===== config.mk =====
export PLATFORM = sky130hd
export DESIGN_NAME = rf_pulse_gen_multi
export DESIGN_NICKNAME = d
export VERILOG_FILES = /design/src/rtl/rf_pulse_gen_multi.sv
export SDC_FILE = /design/constraint.sdc
export NUM_CORES = 1
export LEC_CHECK = 0
export BUFFER_PORTS_ARGS = -buffer_cell sky130_fd_sc_hd__buf_2
export CORE_ASPECT_RATIO = 0.9
export CORE_MARGIN = 2
export CORE_UTILIZATION = 45
export DETAILED_ROUTE_END_ITERATION = 10
export SKIP_LAST_GASP = 1
export SYNTH_ARGS = -nofsm -noshare
export SYNTH_HDL_FRONTEND = slang
export SYNTH_SLANG_ARGS = --single-unit

===== constraint.sdc =====
create_clock -name clk -period 4.1 [get_ports clk]
set_input_delay 0.41 -clock clk [delete_from_list [all_inputs] [get_ports clk]]
set_output_delay 0.41 -clock clk [all_outputs]
set_load 0.01 [all_outputs]

===== src/rtl/rf_pulse_gen_multi.sv =====
// Clocked RF burst generator: square wave while the envelope is high, half-period chosen per burst.
// Define RF_CYCLE_LIMIT_EN to end bursts after MAX_CYCLES completed RF cycles.
module rf_pulse_gen_multi #(
  parameter int CNT_W       = 8,
  parameter int FSEL_W      = 4,
  parameter int HALF_BASE_0 = 25,
  parameter int HALF_BASE_1 = 50,
  parameter int HALF_MAX    = 200,
  parameter int CYC_W       = 8,
  parameter int MAX_CYCLES  = 16
) (
  input  logic              clk,
  input  logic              rst,
  input  logic              en,
  input  logic              bb_pulse,
  input  logic              bit_val,
  input  logic [FSEL_W-1:0] freq_sel,
  output logic              rf_out,
  output logic              busy,
  output logic              pulse_done,
  output logic [CYC_W-1:0]  rf_cycles
);

  typedef enum logic [1:0] {
    IDLE = 2'd0,
    RUN  = 2'd1,
    TAIL = 2'd2
  } state_t;

  localparam logic [CNT_W:0]   BASE0_W  = HALF_BASE_0[CNT_W:0];
  localparam logic [CNT_W:0]   BASE1_W  = HALF_BASE_1[CNT_W:0];
  localparam logic [CNT_W:0]   HMAX_W   = HALF_MAX[CNT_W:0];
  localparam logic [CNT_W:0]   HONE_W   = {{CNT_W{1'b0}}, 1'b1};
  localparam logic [CNT_W-1:0] CNT_ZERO = {CNT_W{1'b0}};
  localparam logic [CNT_W-1:0] CNT_ONE  = {{(CNT_W-1){1'b0}}, 1'b1};
  localparam logic [CYC_W-1:0] CYC_ZERO = {CYC_W{1'b0}};
  localparam logic [CYC_W-1:0] CYC_ONE  = {{(CYC_W-1){1'b0}}, 1'b1};
  localparam logic [CYC_W-1:0] CYC_SAT  = {CYC_W{1'b1}};
  localparam logic [CYC_W-1:0] CYC_LIM  = MAX_CYCLES[CYC_W-1:0];
`ifdef RF_CYCLE_LIMIT_EN
  localparam logic LIMIT_EN = 1'b1;
`else
  localparam logic LIMIT_EN = 1'b0;
`endif

  // Base plus offset at CNT_W+1 bits, clamped to [1, HALF_MAX].
  function automatic logic [CNT_W-1:0] calc_half(input logic b, input logic [FSEL_W-1:0] fs);
    logic [CNT_W:0] sum;
    sum = (b ? BASE1_W : BASE0_W) + {{(CNT_W+1-FSEL_W){1'b0}}, fs};
    if (sum > HMAX_W) begin
      sum = HMAX_W;
    end else if (sum == {(CNT_W+1){1'b0}}) begin
      sum = HONE_W;
    end else begin
      sum = sum;
    end
    return sum[CNT_W-1:0];
  endfunction

  state_t           state_r;
  logic             bb_q_r;
  logic             armed_r;
  logic [CNT_W-1:0] cnt_r;
  logic [CNT_W-1:0] half_r;
  logic             rise_s;
  logic             last_s;
  logic             stop_s;
  logic             limit_hit_s;

  // Edge detect, end-of-half-period and burst-stop conditions.
  always_comb begin
    rise_s      = bb_pulse & ~bb_q_r & armed_r;
    last_s      = (cnt_r == (half_r - CNT_ONE));
    stop_s      = ~bb_pulse | ~en;
    limit_hit_s = LIMIT_EN & last_s & ~rf_out & (rf_cycles >= CYC_LIM);
  end

  // Burst FSM with registered outputs. armed_r demands the envelope be seen low
  // after reset, so an envelope already high at reset release cannot start a burst.
  always_ff @(posedge clk) begin
    if (rst) begin
      state_r    <= IDLE;
      bb_q_r     <= 1'b0;
      armed_r    <= 1'b0;
      cnt_r      <= CNT_ZERO;
      half_r     <= CNT_ZERO;
      rf_out     <= 1'b0;
      busy       <= 1'b0;
      pulse_done <= 1'b0;
      rf_cycles  <= CYC_ZERO;
    end else begin
      bb_q_r     <= bb_pulse;
      armed_r    <= armed_r | ~bb_pulse;
      pulse_done <= 1'b0;
      case (state_r)
        IDLE: begin
          if (rise_s && en) begin
            half_r    <= calc_half(bit_val, freq_sel);
            cnt_r     <= CNT_ZERO;
            rf_cycles <= CYC_ZERO;
            rf_out    <= 1'b1;
            busy      <= 1'b1;
            state_r   <= RUN;
          end else begin
            rf_out <= 1'b0;
          end
        end
        RUN: begin
          cnt_r <= last_s ? CNT_ZERO : (cnt_r + CNT_ONE);
          if (limit_hit_s) begin
            busy       <= 1'b0;
            pulse_done <= 1'b1;
            state_r    <= IDLE;
          end else begin
            // A cycle is credited when its high phase completes.
            if (last_s) begin
              rf_out <= ~rf_out;
              if (rf_out && (rf_cycles != CYC_SAT)) begin
                rf_cycles <= rf_cycles + CYC_ONE;
              end
            end
            if (stop_s) begin
              state_r <= TAIL;
            end
          end
        end
        TAIL: begin
          if (last_s) begin
            cnt_r      <= CNT_ZERO;
            rf_out     <= 1'b0;
            busy       <= 1'b0;
            pulse_done <= 1'b1;
            state_r    <= IDLE;
          end else begin
            cnt_r <= cnt_r + CNT_ONE;
          end
        end
        default: begin
          rf_out  <= 1'b0;
          busy    <= 1'b0;
          state_r <= IDLE;
        end
      endcase
    end
  end

endmodule


==> impl_metrics.prom <==
# TYPE chip_impl_metric gauge
chip_impl_metric{name="routed_wl",unit="mm"} 4.11
chip_impl_info{name="yosys_top_cell_by_area",value="dfxtp_1"} 1
chip_impl_metric{name="worst_slack_at_placement",unit="ns"} 1.65
chip_impl_metric{name="fin_area",unit="um2"} 2070
chip_impl_info{name="hold_start",value="bb_pulse"} 1
chip_impl_metric{name="critical_path_required",unit="ns"} 4.30
chip_impl_info{name="post_synth_main_area_contributors",value="dfxtp_1 (32%), ha_1 (6.0%), nand2_1 (5.2%), a21oi_1 (4.0%), a31oi_1 (4.0%)"} 1
chip_impl_metric{name="clk_pin_slew",unit="ns"} 0.06
chip_impl_metric{name="utilization",unit="%"} 51.1
chip_impl_metric{name="gate_count_of_the_mapped_netlist",unit=""} 233
chip_impl_metric{name="r2r_cells",unit=""} 8
chip_impl_info{name="synth_most_common_cell",value="dfxtp_1"} 1
chip_impl_metric{name="timing.final.crit_period",unit="ns"} 2.49
chip_impl_info{name="worst_setup_path_end_kind",value="register"} 1
chip_impl_metric{name="post_cts.resized_instances",unit=""} 0
chip_impl_info{name="path_cells",value="inv_1 > ha_1 > xnor2_1 > a311oi_1 > o2111ai_1 > a21o_2 > or4_1 > a31oi_1"} 1
chip_impl_metric{name="yosys.area_share.simple",unit="%"} 25.8
chip_impl_metric{name="gr-usage-met2",unit="%"} 25.6
chip_impl_metric{name="combinationalPowerShare",unit="%"} 35.7
chip_impl_metric{name="routed-via-count",unit=""} 1656
chip_impl_metric{name="clock_power_share",unit="%"} 26.9
chip_impl_metric{name="setup_fix_buffers_added_after_clock_tree_synthesis",unit=""} 0
chip_impl_info{name="cts_tree",value="built"} 1
chip_impl_metric{name="cts_buffers",unit=""} 5
chip_impl_metric{name="synth-warning-count",unit=""} 0
chip_impl_metric{name="drc",unit=""} 0
chip_impl_metric{name="crit_arrival",unit="ns"} 2.69
chip_impl_info{name="worst_setup_path_class",value="register to register"} 1
chip_impl_metric{name="dr.first_iter.drc_count",unit=""} 130
chip_impl_metric{name="cts-hold-fix-buffers",unit=""} 0
chip_impl_info{name="hp-class",value="primary input to register"} 1
chip_impl_info{name="netlist_top_cells_count",value="dfxtp_1 (30), nand2_1 (26), nor2_1 (19)"} 1
chip_impl_info{name="launch_instance_of_the_worst_register_to_register_path",value="half_r[0]"} 1
chip_impl_metric{name="gp_routability_congestion",unit=""} 0.814
chip_impl_metric{name="share_of_the_synthesized_netlist_area_taken_by_xor_and_xnor_gates",unit="%"} 6.77
chip_impl_metric{name="peakVddDrop",unit="uV"} 310
chip_impl_metric{name="grtUsageTotal",unit="%"} 18.7
chip_impl_info{name="rsz_0062_raised_after_global_routing",value="no"} 1
chip_impl_metric{name="max_cap_violations",unit=""} 0
chip_impl_metric{name="critical_path_buf_inv_count",unit=""} 1
chip_impl_metric{name="muxShareOfSynthArea",unit="%"} 1.59
chip_impl_metric{name="fp.dieW",unit="um"} 72.2
chip_impl_metric{name="grt.met1_usage",unit="%"} 28.2
chip_impl_metric{name="yosysSeqAreaShare",unit="%"} 31.9
chip_impl_metric{name="synth_compound_gate_area_share",unit="%"} 21.9
chip_impl_metric{name="fin_cells",unit=""} 293
chip_impl_metric{name="report.final.slew_viol_count",unit=""} 0
chip_impl_metric{name="power.share.sequential",unit="%"} 37.4
chip_impl_metric{name="tns",unit="ns"} 0
chip_impl_metric{name="finish.net_count",unit=""} 265
chip_impl_metric{name="cts_max_path_buffers",unit=""} 2
chip_impl_metric{name="grt_max_degree",unit=""} 28
chip_impl_metric{name="clock_latency",unit="ns"} 0.28
chip_impl_metric{name="netSwitchingPower",unit="mW"} 0.310
chip_impl_metric{name="finalHoldViolCount",unit=""} 0
chip_impl_metric{name="grt_overflow_total",unit=""} 0
chip_impl_metric{name="grt_antenna_before_repair",unit=""} 0
chip_impl_metric{name="syn-mean-instance-area",unit="um2"} 8.09
chip_impl_metric{name="p_int",unit="mW"} 0.555
chip_impl_metric{name="clock-skew-final",unit="ns"} 0.00360
chip_impl_metric{name="antenna_left",unit=""} 0
chip_impl_metric{name="dp_hpwl",unit="mm"} 2.86
chip_impl_metric{name="synth-seq-cells",unit=""} 30
chip_impl_info{name="clk_root_buffer_cell",value="clkbuf_8"} 1
chip_impl_metric{name="layout_cell_share_with_drive_strength_beyond_1",unit="%"} 13.9
chip_impl_metric{name="rows",unit=""} 22
chip_impl_metric{name="htreeDepth",unit=""} 2
chip_impl_metric{name="cellLeakagePower",unit="nW"} 0.783
chip_impl_metric{name="yosys.cell_types.count",unit=""} 49
chip_impl_metric{name="detail_route.wl_per_cell",unit="um"} 14.0
chip_impl_info{name="crit_path_slowest_cell",value="or4_1"} 1
chip_impl_metric{name="met3_usage",unit="%"} 4.45
chip_impl_metric{name="holdPathStages",unit=""} 2
chip_impl_metric{name="num_io_pins",unit=""} 20
chip_impl_metric{name="max_freq",unit="MHz"} 402
chip_impl_metric{name="grt_first_pass_wirelength",unit="mm"} 6.93
chip_impl_metric{name="tightest_slew",unit="ns"} 0.866
chip_impl_metric{name="setup_viol_count_final",unit=""} 0
chip_impl_metric{name="async_reset_ff_share",unit="%"} 0
chip_impl_metric{name="post-route-worst-setup-slack",unit="ns"} 1.61
chip_impl_metric{name="timing.critical_path.fanout_max",unit=""} 24
chip_impl_metric{name="synth-adder-area-share",unit="%"} 7.04
chip_impl_info{name="worst_setup_path_start_kind",value="register"} 1
chip_impl_metric{name="placement.cell_area",unit="um2"} 1990
chip_impl_metric{name="area_delta_synth_final",unit="%"} 9.83
chip_impl_metric{name="route.detailed.vias_per_inst",unit=""} 5.65
chip_impl_metric{name="numClockSinks",unit=""} 30
chip_impl_metric{name="grt_pass1_vias",unit=""} 1436
chip_impl_metric{name="core_area",unit="um2"} 4050
chip_impl_metric{name="netlist.area_leader.share",unit="%"} 31.9
chip_impl_metric{name="min_period_over_period",unit="%"} 60.7
chip_impl_info{name="globalRoute.busiestLayer",value="met1"} 1
chip_impl_info{name="cp-startpoint",value="half_r[0]"} 1
chip_impl_metric{name="crit_cells",unit=""} 8
chip_impl_metric{name="slowest_stage_delay_on_critical_path",unit="ns"} 0.55
chip_impl_metric{name="timing.max_slew.rel_slack",unit="%"} 40.6
chip_impl_metric{name="effective_utilization_at_floorplan",unit="%"} 46.6
chip_impl_metric{name="synth_nets",unit=""} 252
chip_impl_metric{name="die_h",unit="um"} 65.4
chip_impl_metric{name="power-per-cell-area",unit="nW/um2"} 418
chip_impl_metric{name="drt_pass1_iterations",unit=""} 4
chip_impl_info{name="delay_heaviest_family_cp",value="compound AO/OA/AOI/OAI gates"} 1
chip_impl_metric{name="die_area",unit="um2"} 4720
chip_impl_info{name="run_status",value="completed"} 1
chip_impl_metric{name="place.port_buffers",unit=""} 19
chip_impl_metric{name="synth.cell_area",unit="um2"} 1880
chip_impl_metric{name="synth_enable_flop_cells",unit=""} 0
chip_impl_info{name="synth_top_family_by_area",value="simple AND/OR/NAND/NOR gates"} 1
chip_impl_metric{name="n_antenna_cell",unit=""} 0
chip_impl_metric{name="dp_cells",unit=""} 287
chip_impl_info{name="dominantRegCellSynth",value="dfxtp_1"} 1
chip_impl_metric{name="swShare",unit="%"} 35.8
-- final timing paths --
kind	end	slack (ns)
max	rf_cycles[3]	1.61
min	armed_r	0.37
max reg2reg	rf_cycles[3]	1.61
min reg2reg	armed_r	0.46
-- sequential cells by signal (all words and copies together), names as in the netlist --
name,count
rf_out,1
cnt_r,8
rf_cycles,8
pulse_done,1
busy,1
half_r,7
armed_r,1
bb_q_r,1
state_r,2
-- per-layer routing --
| metal | wire, um | share of wire (%) | vias to the layer above |
|---|---|---|---|
| met5 | 0 | 0 | - |
| met3 | 186 | 4.5 | 4 |
| li1 | - | - | 875 |
| met1 | 2130 | 52 | 741 |
| met4 | 40 | 0.97 | 0 |
| met2 | 1750 | 43 | 36 |
-- power by group through the flow --
stage          Combinational, mW  Clock (mW)  Sequential (mW)
2_1_floorplan              0.248           0            0.328
3_3_place_gp               0.307           0            0.329
3_5_place_dp               0.306           0            0.330
4_1_cts                    0.308       0.240            0.323
5_1_grt                    0.351       0.254            0.325
6_report                   0.309       0.232            0.323
-- layout make-up --
type / count / area (um2)
fill: 392 / 1980
multi-input combinational: 179 / 1190
sequential: 30 / 601
timing repair buffer: 19 / 95.1
clock buffer: 6 / 82.6
inverter: 11 / 41.3
tap: 48 / 60.1
-- cell usage in the layout (no fill, tap or decap), drive strengths merged, types with 5 or more instances in the layout --
cell type / synthesis / final
inv: 11 / 11
nor3: 5 / 5
dfxtp: 30 / 30
a31oi: 12 / 12
a21oi: 16 / 16
nand3: 11 / 11
clkbuf: 9 / 6
nor2b: 7 / 7
or4: 5 / 5
nor2: 19 / 19
xor2: 6 / 6
nand2: 26 / 26
xnor2: 6 / 6
a211oi: 5 / 5
ha: 9 / 9
nand4: 9 / 9
buf: 4 / 19
-- per-stage QoR --
stage	hold slack [ns]	power, mW
final	0.372	0.865
after global routing	0.372	0.930
after CTS	0.368	0.872
after detailed placement	0.450	0.635
after global placement	0.441	0.636
after floorplan	0.426	0.576
-- cells by family (layout without fill, tap and decap cells) --
| group | Yosys count | count (layout) |
|---|---|---|
| buffers and inverters | 24 | 36 |
| and+or+nand+nor | 95 | 95 |
| DFF | 30 | 30 |
| muxes | 3 | 3 |
| xor gates and xnor gates | 13 | 13 |
| AOI/OAI and AO/OA | 58 | 58 |
| adders and majority gates | 10 | 10 |
Note: power is estimated with default switching activity, not from simulation.
